## config.mk

```make
export PLATFORM = sky130hd
export DESIGN_NAME = max_pool_2_engine
export DESIGN_NICKNAME = d
export VERILOG_FILES = /design/src/rtl/cnn_pkg.sv /design/src/rtl/maxpool_lane_max.sv /design/src/rtl/max_pool_2_engine.sv
export SDC_FILE = /design/constraint.sdc
export NUM_CORES = 1
export LEC_CHECK = 0
export CORE_ASPECT_RATIO = 0.7
export CORE_UTILIZATION = 65
export CTS_BUF_LIST = sky130_fd_sc_hd__clkbuf_8
export DETAILED_ROUTE_END_ITERATION = 7
export PLACE_DENSITY = 0.93
export SYNTH_ARGS = -nofsm -noshare
export SYNTH_HDL_FRONTEND = slang
export SYNTH_SLANG_ARGS = --single-unit
```

## constraint.sdc

```tcl
create_clock -name clk -period 14.2 [get_ports clk]
set_input_delay 2.84 -clock clk [delete_from_list [all_inputs] [get_ports clk]]
set_output_delay 2.84 -clock clk [all_outputs]
set_load 0.05 [all_outputs]
```

## src/rtl/cnn_pkg.sv

```systemverilog
// rtl/cnn_pkg.sv - shared CNN datapath constants, FSM encoding and word-address helper
//
// Purpose : common definitions for the CNN layer engines.
// Contents: LANE_W/LANES/WORD_W/BYTES_PER_WORD, max-pool FSM state type,
//           word_addr() = base + 4*((cg*h + r)*w + c).
// Build   : MAXPOOL_RELU_EN (optional, see maxpool_lane_max) selects fused ReLU.
package cnn_pkg;

    localparam int LANE_W         = 8;
    localparam int LANES          = 4;
    localparam int WORD_W         = 32;
    localparam int BYTES_PER_WORD = 4;

    typedef enum logic [2:0] {
        ST_IDLE,
        ST_RD0,
        ST_RD1,
        ST_RD2,
        ST_RD3,
        ST_WR,
        ST_DONE
    } mp_state_e;

    // Byte address of word (cg, r, c) in a channel-group-major map of h x w words.
    function automatic logic [31:0] word_addr(
        input logic [31:0] base,
        input logic [31:0] cg,
        input logic [31:0] r,
        input logic [31:0] c,
        input logic [31:0] h,
        input logic [31:0] w
    );
        return base + 32'(BYTES_PER_WORD) * (((cg * h) + r) * w + c);
    endfunction

endpackage

```

## src/rtl/maxpool_lane_max.sv

```systemverilog
// rtl/maxpool_lane_max.sv - combinational 4-lane signed int8 max of two 32-bit words
//
// Purpose : max_word lane i = max(a_word lane i, b_word lane i), signed int8,
//           lanes independent (no carry between lanes).
// Ports   : a_word   in  32  first operand
//           b_word   in  32  second operand
//           max_word out 32  lane-wise maximum
// Build   : MAXPOOL_RELU_EN defined -> negative lane results clamp to 0.
//           Clamping every partial max gives the same final word as clamping
//           only the last one, since relu(max(relu(x), y)) == relu(max(x, y)).
module maxpool_lane_max
    import cnn_pkg::*;
(
    input  logic [WORD_W-1:0] a_word,
    input  logic [WORD_W-1:0] b_word,
    output logic [WORD_W-1:0] max_word
);

    for (genvar i = 0; i < LANES; i++) begin : g_lane
        logic signed [LANE_W-1:0] lane_a;
        logic signed [LANE_W-1:0] lane_b;
        logic signed [LANE_W-1:0] lane_m;

        assign lane_a = a_word[i*LANE_W +: LANE_W];
        assign lane_b = b_word[i*LANE_W +: LANE_W];
        assign lane_m = (lane_a > lane_b) ? lane_a : lane_b;

`ifdef MAXPOOL_RELU_EN
        assign max_word[i*LANE_W +: LANE_W] = lane_m[LANE_W-1] ? '0 : lane_m;
`else
        assign max_word[i*LANE_W +: LANE_W] = lane_m;
`endif
    end

endmodule

```

## src/rtl/max_pool_2_engine.sv

```systemverilog
// rtl/max_pool_2_engine.sv - layer-2 2x2/stride-2 max-pool engine (BRAM read -> BRAM write)
//
// Purpose : reads IN_H x IN_W x CH_GROUPS feature words, writes the
//           IN_H/2 x IN_W/2 x CH_GROUPS pooled map, one output word per 5 cycles.
// Ports   : clk, rst_n (async active-low)
//           start in (pulse), busy out, done out (pulse)
//           src_addr/src_en/src_we out, src_dout in (1-cycle read latency)
//           dst_addr/dst_din/dst_en/dst_we out (registered write port)
// Build   : MAXPOOL_RELU_EN defined -> fused ReLU on the pooled lanes.
module max_pool_2_engine
    import cnn_pkg::*;
#(
    parameter int unsigned IN_H      = 16,
    parameter int unsigned IN_W      = 16,
    parameter int unsigned CH_GROUPS = 16,
    parameter logic [31:0] SRC_BASE  = 32'h0,
    parameter logic [31:0] DST_BASE  = 32'h0
) (
    input  logic        clk,
    input  logic        rst_n,
    input  logic        start,
    output logic        busy,
    output logic        done,
    output logic [31:0] src_addr,
    output logic        src_en,
    output logic [3:0]  src_we,
    input  logic [31:0] src_dout,
    output logic [31:0] dst_addr,
    output logic [31:0] dst_din,
    output logic        dst_en,
    output logic [3:0]  dst_we
);

    if ((IN_H % 2) != 0 || (IN_W % 2) != 0 || IN_H < 2 || IN_W < 2 || CH_GROUPS < 1) begin : g_bad_cfg
        $error("max_pool_2_engine: IN_H/IN_W must be even and >= 2, CH_GROUPS >= 1");
    end

    localparam logic [31:0] H  = 32'(IN_H);
    localparam logic [31:0] W  = 32'(IN_W);
    localparam logic [31:0] OH = 32'(IN_H / 2);
    localparam logic [31:0] OW = 32'(IN_W / 2);
    localparam logic [31:0] CG = 32'(CH_GROUPS);

    mp_state_e   state_q, state_d;
    logic [31:0] cg_q, cg_d;
    logic [31:0] orow_q, orow_d;
    logic [31:0] ocol_q, ocol_d;
    logic [31:0] acc_q, acc_d;
    logic        dst_en_q, dst_en_d;
    logic [3:0]  dst_we_q, dst_we_d;
    logic [31:0] dst_addr_q, dst_addr_d;
    logic [31:0] dst_din_q, dst_din_d;
    logic        done_q, done_d;

    logic [31:0] max_word;
    logic        last_pixel;
    logic        start_ok;
    logic [31:0] row0, col0;

    maxpool_lane_max u_lane_max (
        .a_word   (acc_q),
        .b_word   (src_dout),
        .max_word (max_word)
    );

    assign last_pixel = (ocol_q == OW - 1) && (orow_q == OH - 1) && (cg_q == CG - 1);
    // done_q is high exactly in the first IDLE cycle after a run; a start there is dropped.
    assign start_ok   = start && !done_q;
    assign row0       = {orow_q[30:0], 1'b0};
    assign col0       = {ocol_q[30:0], 1'b0};

    always_ff @(posedge clk or negedge rst_n) begin
        if (!rst_n) begin
            state_q    <= ST_IDLE;
            cg_q       <= '0;
            orow_q     <= '0;
            ocol_q     <= '0;
            acc_q      <= '0;
            dst_en_q   <= 1'b0;
            dst_we_q   <= 4'h0;
            dst_addr_q <= '0;
            dst_din_q  <= '0;
            done_q     <= 1'b0;
        end else begin
            state_q    <= state_d;
            cg_q       <= cg_d;
            orow_q     <= orow_d;
            ocol_q     <= ocol_d;
            acc_q      <= acc_d;
            dst_en_q   <= dst_en_d;
            dst_we_q   <= dst_we_d;
            dst_addr_q <= dst_addr_d;
            dst_din_q  <= dst_din_d;
            done_q     <= done_d;
        end
    end

    always_comb begin
        state_d = state_q;
        unique case (state_q)
            ST_IDLE: if (start_ok) state_d = ST_RD0;
            ST_RD0:  state_d = ST_RD1;
            ST_RD1:  state_d = ST_RD2;
            ST_RD2:  state_d = ST_RD3;
            ST_RD3:  state_d = ST_WR;
            ST_WR:   state_d = last_pixel ? ST_DONE : ST_RD0;
            ST_DONE: state_d = ST_IDLE;
            default: state_d = ST_IDLE;
        endcase
    end

    // Read-port outputs: one window word per RD state, data returns in the next state.
    always_comb begin
        src_en   = 1'b0;
        src_addr = '0;
        unique case (state_q)
            ST_RD0: begin src_en = 1'b1; src_addr = word_addr(SRC_BASE, cg_q, row0,      col0,      H, W); end
            ST_RD1: begin src_en = 1'b1; src_addr = word_addr(SRC_BASE, cg_q, row0,      col0 + 1,  H, W); end
            ST_RD2: begin src_en = 1'b1; src_addr = word_addr(SRC_BASE, cg_q, row0 + 1,  col0,      H, W); end
            ST_RD3: begin src_en = 1'b1; src_addr = word_addr(SRC_BASE, cg_q, row0 + 1,  col0 + 1,  H, W); end
            default: ;
        endcase
    end

    always_comb begin
        cg_d       = cg_q;
        orow_d     = orow_q;
        ocol_d     = ocol_q;
        acc_d      = acc_q;
        dst_en_d   = 1'b0;
        dst_we_d   = 4'h0;
        dst_addr_d = '0;
        dst_din_d  = '0;
        done_d     = (state_q == ST_DONE);
        unique case (state_q)
            ST_IDLE: begin
                if (start_ok) begin
                    cg_d   = '0;
                    orow_d = '0;
                    ocol_d = '0;
                end
            end
            ST_RD1:         acc_d = src_dout;
            ST_RD2, ST_RD3: acc_d = max_word;
            ST_WR: begin
                dst_en_d   = 1'b1;
                dst_we_d   = 4'hF;
                dst_addr_d = word_addr(DST_BASE, cg_q, orow_q, ocol_q, OH, OW);
                dst_din_d  = max_word;
                if (!last_pixel) begin
                    if (ocol_q == OW - 1) begin
                        ocol_d = '0;
                        if (orow_q == OH - 1) begin
                            orow_d = '0;
                            cg_d   = cg_q + 1;
                        end else begin
                            orow_d = orow_q + 1;
                        end
                    end else begin
                        ocol_d = ocol_q + 1;
                    end
                end
            end
            default: ;
        endcase
    end

    assign busy     = (state_q != ST_IDLE);
    assign done     = done_q;
    assign src_we   = 4'h0;
    assign dst_en   = dst_en_q;
    assign dst_we   = dst_we_q;
    assign dst_addr = dst_addr_q;
    assign dst_din  = dst_din_q;

endmodule

```

# Word level (Yosys, flattened, before mapping)
# Cells that the tools add are included.
dict set report word_totals {
  word_cells 79
  out_inout_bits 108
  in_bits 35
  register_bits 201
}
dict set report op_classes {
  n_reduce_logical 13
  order_cmp 4
  add_sub_neg 13
  eq_ne 13
  mux 26
}
# op n
set ops {}
lappend ops {{two-way mux 32 bit} 11}
lappend ops {{one-hot mux 32 bit (2 select lines)} 4}
lappend ops {{adder 30 bit} 5}
lappend ops {{one-hot mux 32 bit (4 select lines)} 1}
lappend ops {{adder 32 x 1 -> 32 bit (second input constant)} 3}
lappend ops {{== test 32 x 3 -> 1 bit (second input constant)} 2}
lappend ops {{adder 26 bit} 2}
lappend ops {{== test 32 x 4 -> 1 bit (second input constant)} 1}
lappend ops {{> comparator 8 bit} 4}
lappend ops {{two-way mux 8 bit} 4}
lappend ops {{adder 30 x 1 -> 30 bit (second input constant)} 1}
lappend ops {{adder 27 bit} 1}
lappend ops {{adder 26 x 1 -> 26 bit (second input constant)} 1}
lappend ops {{one-hot mux 3 bit (6 select lines)} 1}
lappend ops {{== test 3 bit (second input constant)} 3}
lappend ops {{inequality test 2 bit (second input constant)} 4}
lappend ops {{== test 3 x 2 -> 1 bit (second input constant)} 2}
lappend ops {{two-way mux 3 bit} 2}
lappend ops {{AND reduction 5 bit} 1}
lappend ops {{two-way mux 4 bit} 1}
lappend ops {{AND reduction 4 bit} 1}
lappend ops {{nonzero test 2 bit} 2}
lappend ops {{OR reduction 4 bit} 1}
lappend ops {{== test 3 x 1 -> 1 bit (second input constant)} 1}
lappend ops {{7 further kinds} 10}

# Longest topological paths before layout
dict set report depth {
  word_depth 5
  mapped_depth 22
  ltp_nobuf 21
}

# Cells and area by module
# A second synthesis with hierarchy kept.
dict set report unflattened {
  cells_unflattened 1777
  hier_area_um2 15050.7
}
# module cells_per_inst instances area_each_um2 seq_area_each_um2
set modules_own_cells {}
lappend modules_own_cells {max_pool_2_engine 1630 1 13798.2 4879.7}
lappend modules_own_cells {maxpool_lane_max 147 1 1252.5 0.0}

# Worst setup path before layout
# Ideal clock, no wire load.
dict set report synth_path {
  path_type {register to output}
  start {register orow_q[3]}
  end {output port src_addr[27]}
  path_buffers 0
  t_arrival_ns 4.225
  required_time_ns 11.360
  slack_ns 7.135
  stages_incl_launch_ff 21
  path_cell_list {dfrtp_1 > ha_1 > inv_1 > fa_1 > nor2b_1 > o21ai_0 > a21boi_0 > o21ai_0 > nand2b_1 > a21o_1 > a21oi_1 > xnor2_1 > ha_1 > a21oi_1 > o21ai_0 > a21oi_1 > nand2b_1 > nand2b_1 > a211oi_1 > nand2_1 > a21oi_1}
}
dict set report synth_via {
  elab_chain_len 4
  word_cells_on_any_way 8
  classes_between {add/sub (7); mux (1)}
}
# item line_no
set synth_lines {}
lappend synth_lines {{start, declared} max_pool_2_engine.sv:46} ;# logic [31:0] orow_q, orow_d;
lappend synth_lines {{start signal, assigned} max_pool_2_engine.sv:87} ;# orow_q <= orow_d;
lappend synth_lines {{adder 26 x 1 -> 26 bit} {max_pool_2_engine.sv:119, max_pool_2_engine.sv:120}}
lappend synth_lines {{adder 26 bit} cnn_pkg.sv:33} ;# return base + 32'(BYTES_PER_WORD) * (((cg * h) + r) * w + c);
lappend synth_lines {{adder 30 bit} cnn_pkg.sv:33}
lappend synth_lines {{one-hot mux 32 bit (4 select lines) *} max_pool_2_engine.sv:116} ;# unique case (state_q)
lappend synth_lines {{end, declared} max_pool_2_engine.sv:24} ;# output logic [31:0] src_addr,
# Mark *: on every way between the ends. The rest lies on a longest branch, timed or not.

# Final worst setup path
# Ends and elaborated chain as after synthesis.

==> flow_summary_export.csv <==
group,metric,value,unit
logic_synthesis,ys_ff_latch,195,
critical_path,startpoint_type,"flop",
die,start_util,67.3,%
die,core,21100,sq um
power,p_sw_share,44.6,%
critical_path,worstPathCellList,"ha_1 > inv_1 > fa_1 > nor2b_1 > o21ai_0 > a21boi_0 > o21ai_0 > nand2b_1 > a21o_1 > a21oi_1 > xnor2_1 > ha_1 > a21oi_1 > o21ai_0 > a21oi_1 > nand2b_1 > nand2b_1 > a211oi_1 > a21oi_1 > nor3_1 > a21oi_1 > clkdlybuf4s50_1",
clock_network,cts_buffers,17,
placement,gp_congestion,1.01,
routing,drtPass1Iterations,7,
critical_path,crit_required,11.36,ns
global_routing,grt_usage,37.7,%
die,pin_count,143,
power,p_switching,919,uW
power,ir_drop,0.000144,V
flow_run,max_cap_viol_count,0,
critical_path,critPathCaptureType,"output port",
logic_synthesis,async_flop_share,100,%
logic_synthesis,syn_inst,1661,
timing,fin_crit_sh,62.3,%
timing,rsz0062_at_grt,"false",
clock_network,clock_latency,0.52,ns
critical_path,cp_slowest_cell,"clkdlybuf4s50_1",
finish,antennaDiodeCount,0,
logic_synthesis,synth_top_area_share,34.4,%
clock_network,cts_resized,0,
timing,fin_setup_tns,0,ns
clock_network,clk_pin_slew,0.11,ns
logic_synthesis,yosys_warnings,0,
routing,remaining_drc_errors,0,
finish,area_growth,13.3,%
placement,hpwl,30.9,mm
clock_network,clk_path_buf_depth,2,
clock_network,cts_max_level,4,
die,die_x,179,um
global_routing,grt_max_degree,93,
timing,slew_headroom,21.5,%
global_routing,grt_pass1_vias,12900,
run_status,status,"completed",
power,power_frac_comb,46.5,%
power,p_leak,0.00754,uW
routing,routed_wl,41.7,mm
placement,placed_cell_area,15700,sq um
timing,worst_pin_slew,1.18,ns
logic_synthesis,synthesis.area,14200,sq um
critical_path,cp_max_fo,7,
logic_synthesis,synth.largest_area_cell,"dfrtp_1",
clock_network,post_cts_buffers,0,
critical_path,crit_top_cell,"a21oi_1",
routing,vias,13600,
finish,fin_nets,1905,
timing,finalHoldViolations,0,
clock_network,clkSinkCount,195,
logic_synthesis,avgSynthCellArea,8.55,sq um
logic_synthesis,synth_edf_count,0,
timing,setup_viol,0,
global_routing,grt_first_pass_wirelength,67.0,mm
critical_path,worst-path-buf-inv,2,
finish,post-route-cell-area,16100,sq um
die,die_area,22400,sq um
power,p_seq_share,34.2,%
routing,via_per_inst,6.62,
placement,portBuffers,134,
finish,final_core_util,76.3,%
clock_network,cts_hold_buf,0,
die,die_h,126,um
power,internal_power,1140,uW
power,p_clk_share,19.3,%
finish,drive_gt1_share,6.32,%
timing,skew,0.0292,ns
global_routing,grt_antenna_before_repair,0,
logic_synthesis,ys.flop_type,"dfrtp_1",
clock_network,cts_tree,"done",
logic_synthesis,synth_cell_types,76,
logic_synthesis,yosys-top-cells-area,"dfrtp_1 (34%), ha_1 (9.5%), a21oi_1 (5.1%)",
logic_synthesis,ys_seq_area_share,34.4,%
global_routing,grt_overflow,0,
routing,antenna_left,0,
routing,dr.first_iter.drc_count,1850,
die,rows,44,
critical_path,critPathTopFamily,"compound AO/OA/AOI/OAI gates",
timing,min_period,8.85,ns
critical_path,critPathArrivalTime,6.01,ns
critical_path,critPathMaxStageDelay,0.71,ns
worst_hold_path,min_path_type,"reg2reg",
timing,max_freq,113,MHz
clock_network,cts_root_buf,"clkbuf_8",
timing,slew_violations,0,
power,pwr_density_cell,128,nW/um^2
routing,routedWlPerCell,20.4,um
critical_path,path_class,"reg2out",
==> flip-flops by register name, summed over array words and instances, names as in the netlist <==
signal	cells
acc_q	32
cg_q	32
dst_din	32
ocol_q	32
orow_q	32
dst_addr	30
state_q	3
done	1
dst_we	1
==> worst reg2reg max path: stages, from the launching register on <==
cell and delay, ns:
dfrtp_1 0.46, ha_1 0.23, inv_1 0.07, fa_1 0.41
nor2b_1 0.13, o21ai_0 0.14, a21boi_0 0.40, o21a_1 0.29
a31oi_1 0.14, a211oi_1 0.42, a21oi_1 0.16, xnor2_1 0.27
ha_1 0.36, and3_1 0.25, nand2_1 0.09, nor2_1 0.05
a21oi_1 0.34, a21boi_0 0.20, o21a_1 0.22, o21a_1 0.17
nor3_1 0.16
==> path summary, 6_finish.rpt <==
check | startpoint | end | slack [ns] | depth (start not counted)
worst max register to register | orow_q[3]$_DFFE_PN0P_ | dst_addr[29]$_DFF_PN0_ | 9.13 | 20
worst max-delay path | orow_q[3]$_DFFE_PN0P_ | src_addr[27] | 5.35 | 22
worst min-delay path | acc_q[7]$_DFFE_PN0P_ | acc_q[7]$_DFFE_PN0P_ | 0.53 | 1
min in group asynchronous | rst_n | acc_q[3]$_DFFE_PN0P_ | 2.34 | 1
max in group asynchronous | rst_n | done$_DFF_PN0_ | 9.97 | 3
worst min register to register | acc_q[7]$_DFFE_PN0P_ | acc_q[7]$_DFFE_PN0P_ | 0.53 | 1
==> cell usage after synthesis (11+ instances only) <==
library cell,instances
dfrtp_1,195
nor2_1,165
a21o_1,42
clkbuf_1,42
nor4_1,27
nand4_1,33
o21ai_0,91
a211oi_1,11
a21oi_1,145
buf_4,12
nand3_1,75
and3_1,31
o21a_1,33
nor2b_1,18
and2_1,17
xor2_1,68
inv_1,64
nor3_1,33
or3_1,11
mux2_2,32
xnor2_1,37
o22ai_1,14
nand2b_1,18
ha_1,108
nand2_1,162
==> placed cells by master (no fill, tap or decap), types with 27 or more instances in the layout <==
| master | count |
|---|---|
| nand4_1 | 33 |
| nand3_1 | 75 |
| nor2_1 | 165 |
| nor3_1 | 33 |
| clkdlybuf4s50_1 | 133 |
| nand2_1 | 162 |
| o21a_1 | 33 |
| ha_1 | 108 |
| xor2_1 | 68 |
| a21oi_1 | 145 |
| nor4_1 | 27 |
| and3_1 | 31 |
| a21o_1 | 42 |
| mux2_2 | 32 |
| inv_1 | 64 |
| xnor2_1 | 37 |
| dfrtp_1 | 195 |
| o21ai_0 | 90 |
==> cell families after synthesis <==
| group | after synthesis | synth area share (%) |
|---|---|---|
| AO/OA/AOI/OAI | 432 | 19.5 |
| XOR/XNOR | 106 | 6.64 |
| adder cells (fa/ha/maj) | 112 | 10.1 |
| buffers and inverters | 134 | 3.94 |
| flip-flops | 195 | 34.4 |
| multiplexers | 38 | 2.97 |
| other | 1 | 0.0264 |
| AND/OR/NAND/NOR | 643 | 22.5 |
==> power by group through the flow <==
stage               Sequential, uW  Combinational, uW  Clock, uW
global placement               706                901          0
finish                         705                958        398
CTS                            702                945        397
floorplan                      736                652          0
global route                   714               1030        418
detailed placement             713                935          0
==> metrics by stage <==
stage | worst slack [ns] | std cells | power (uW) | hold slack, ns
floorplan | 7.13 | 1668 | 1390 | 0.485
global placement | 6.32 | 2015 | 1610 | 0.501
detailed placement | 6.15 | 2015 | 1650 | 0.511
CTS | 5.55 | 2047 | 2040 | 0.533
global route | 4.98 | 2047 | 2160 | 0.563
finish | 5.35 | 2047 | 2060 | 0.530
==> cell type report <==
class                   count  area (sq um)
well taps                 276           345
inverters                  64           240
fillers                  1405          5000
clock inverters            15           190
multi-input cells        1339          8800
flip-flops and latches    195          4880
repair buffers            141          1400
clock buffers              17           234
==> routing by layer <==
metal  track usage, %  wire (um)  up-vias
li1                 -          -     6166
met1             56.4      18300     6514
met2             54.5      17700      780
met3             9.72       4890       90
met4             9.17        783        0
met5                0          0        -
(Power assumes the default switching activity.)
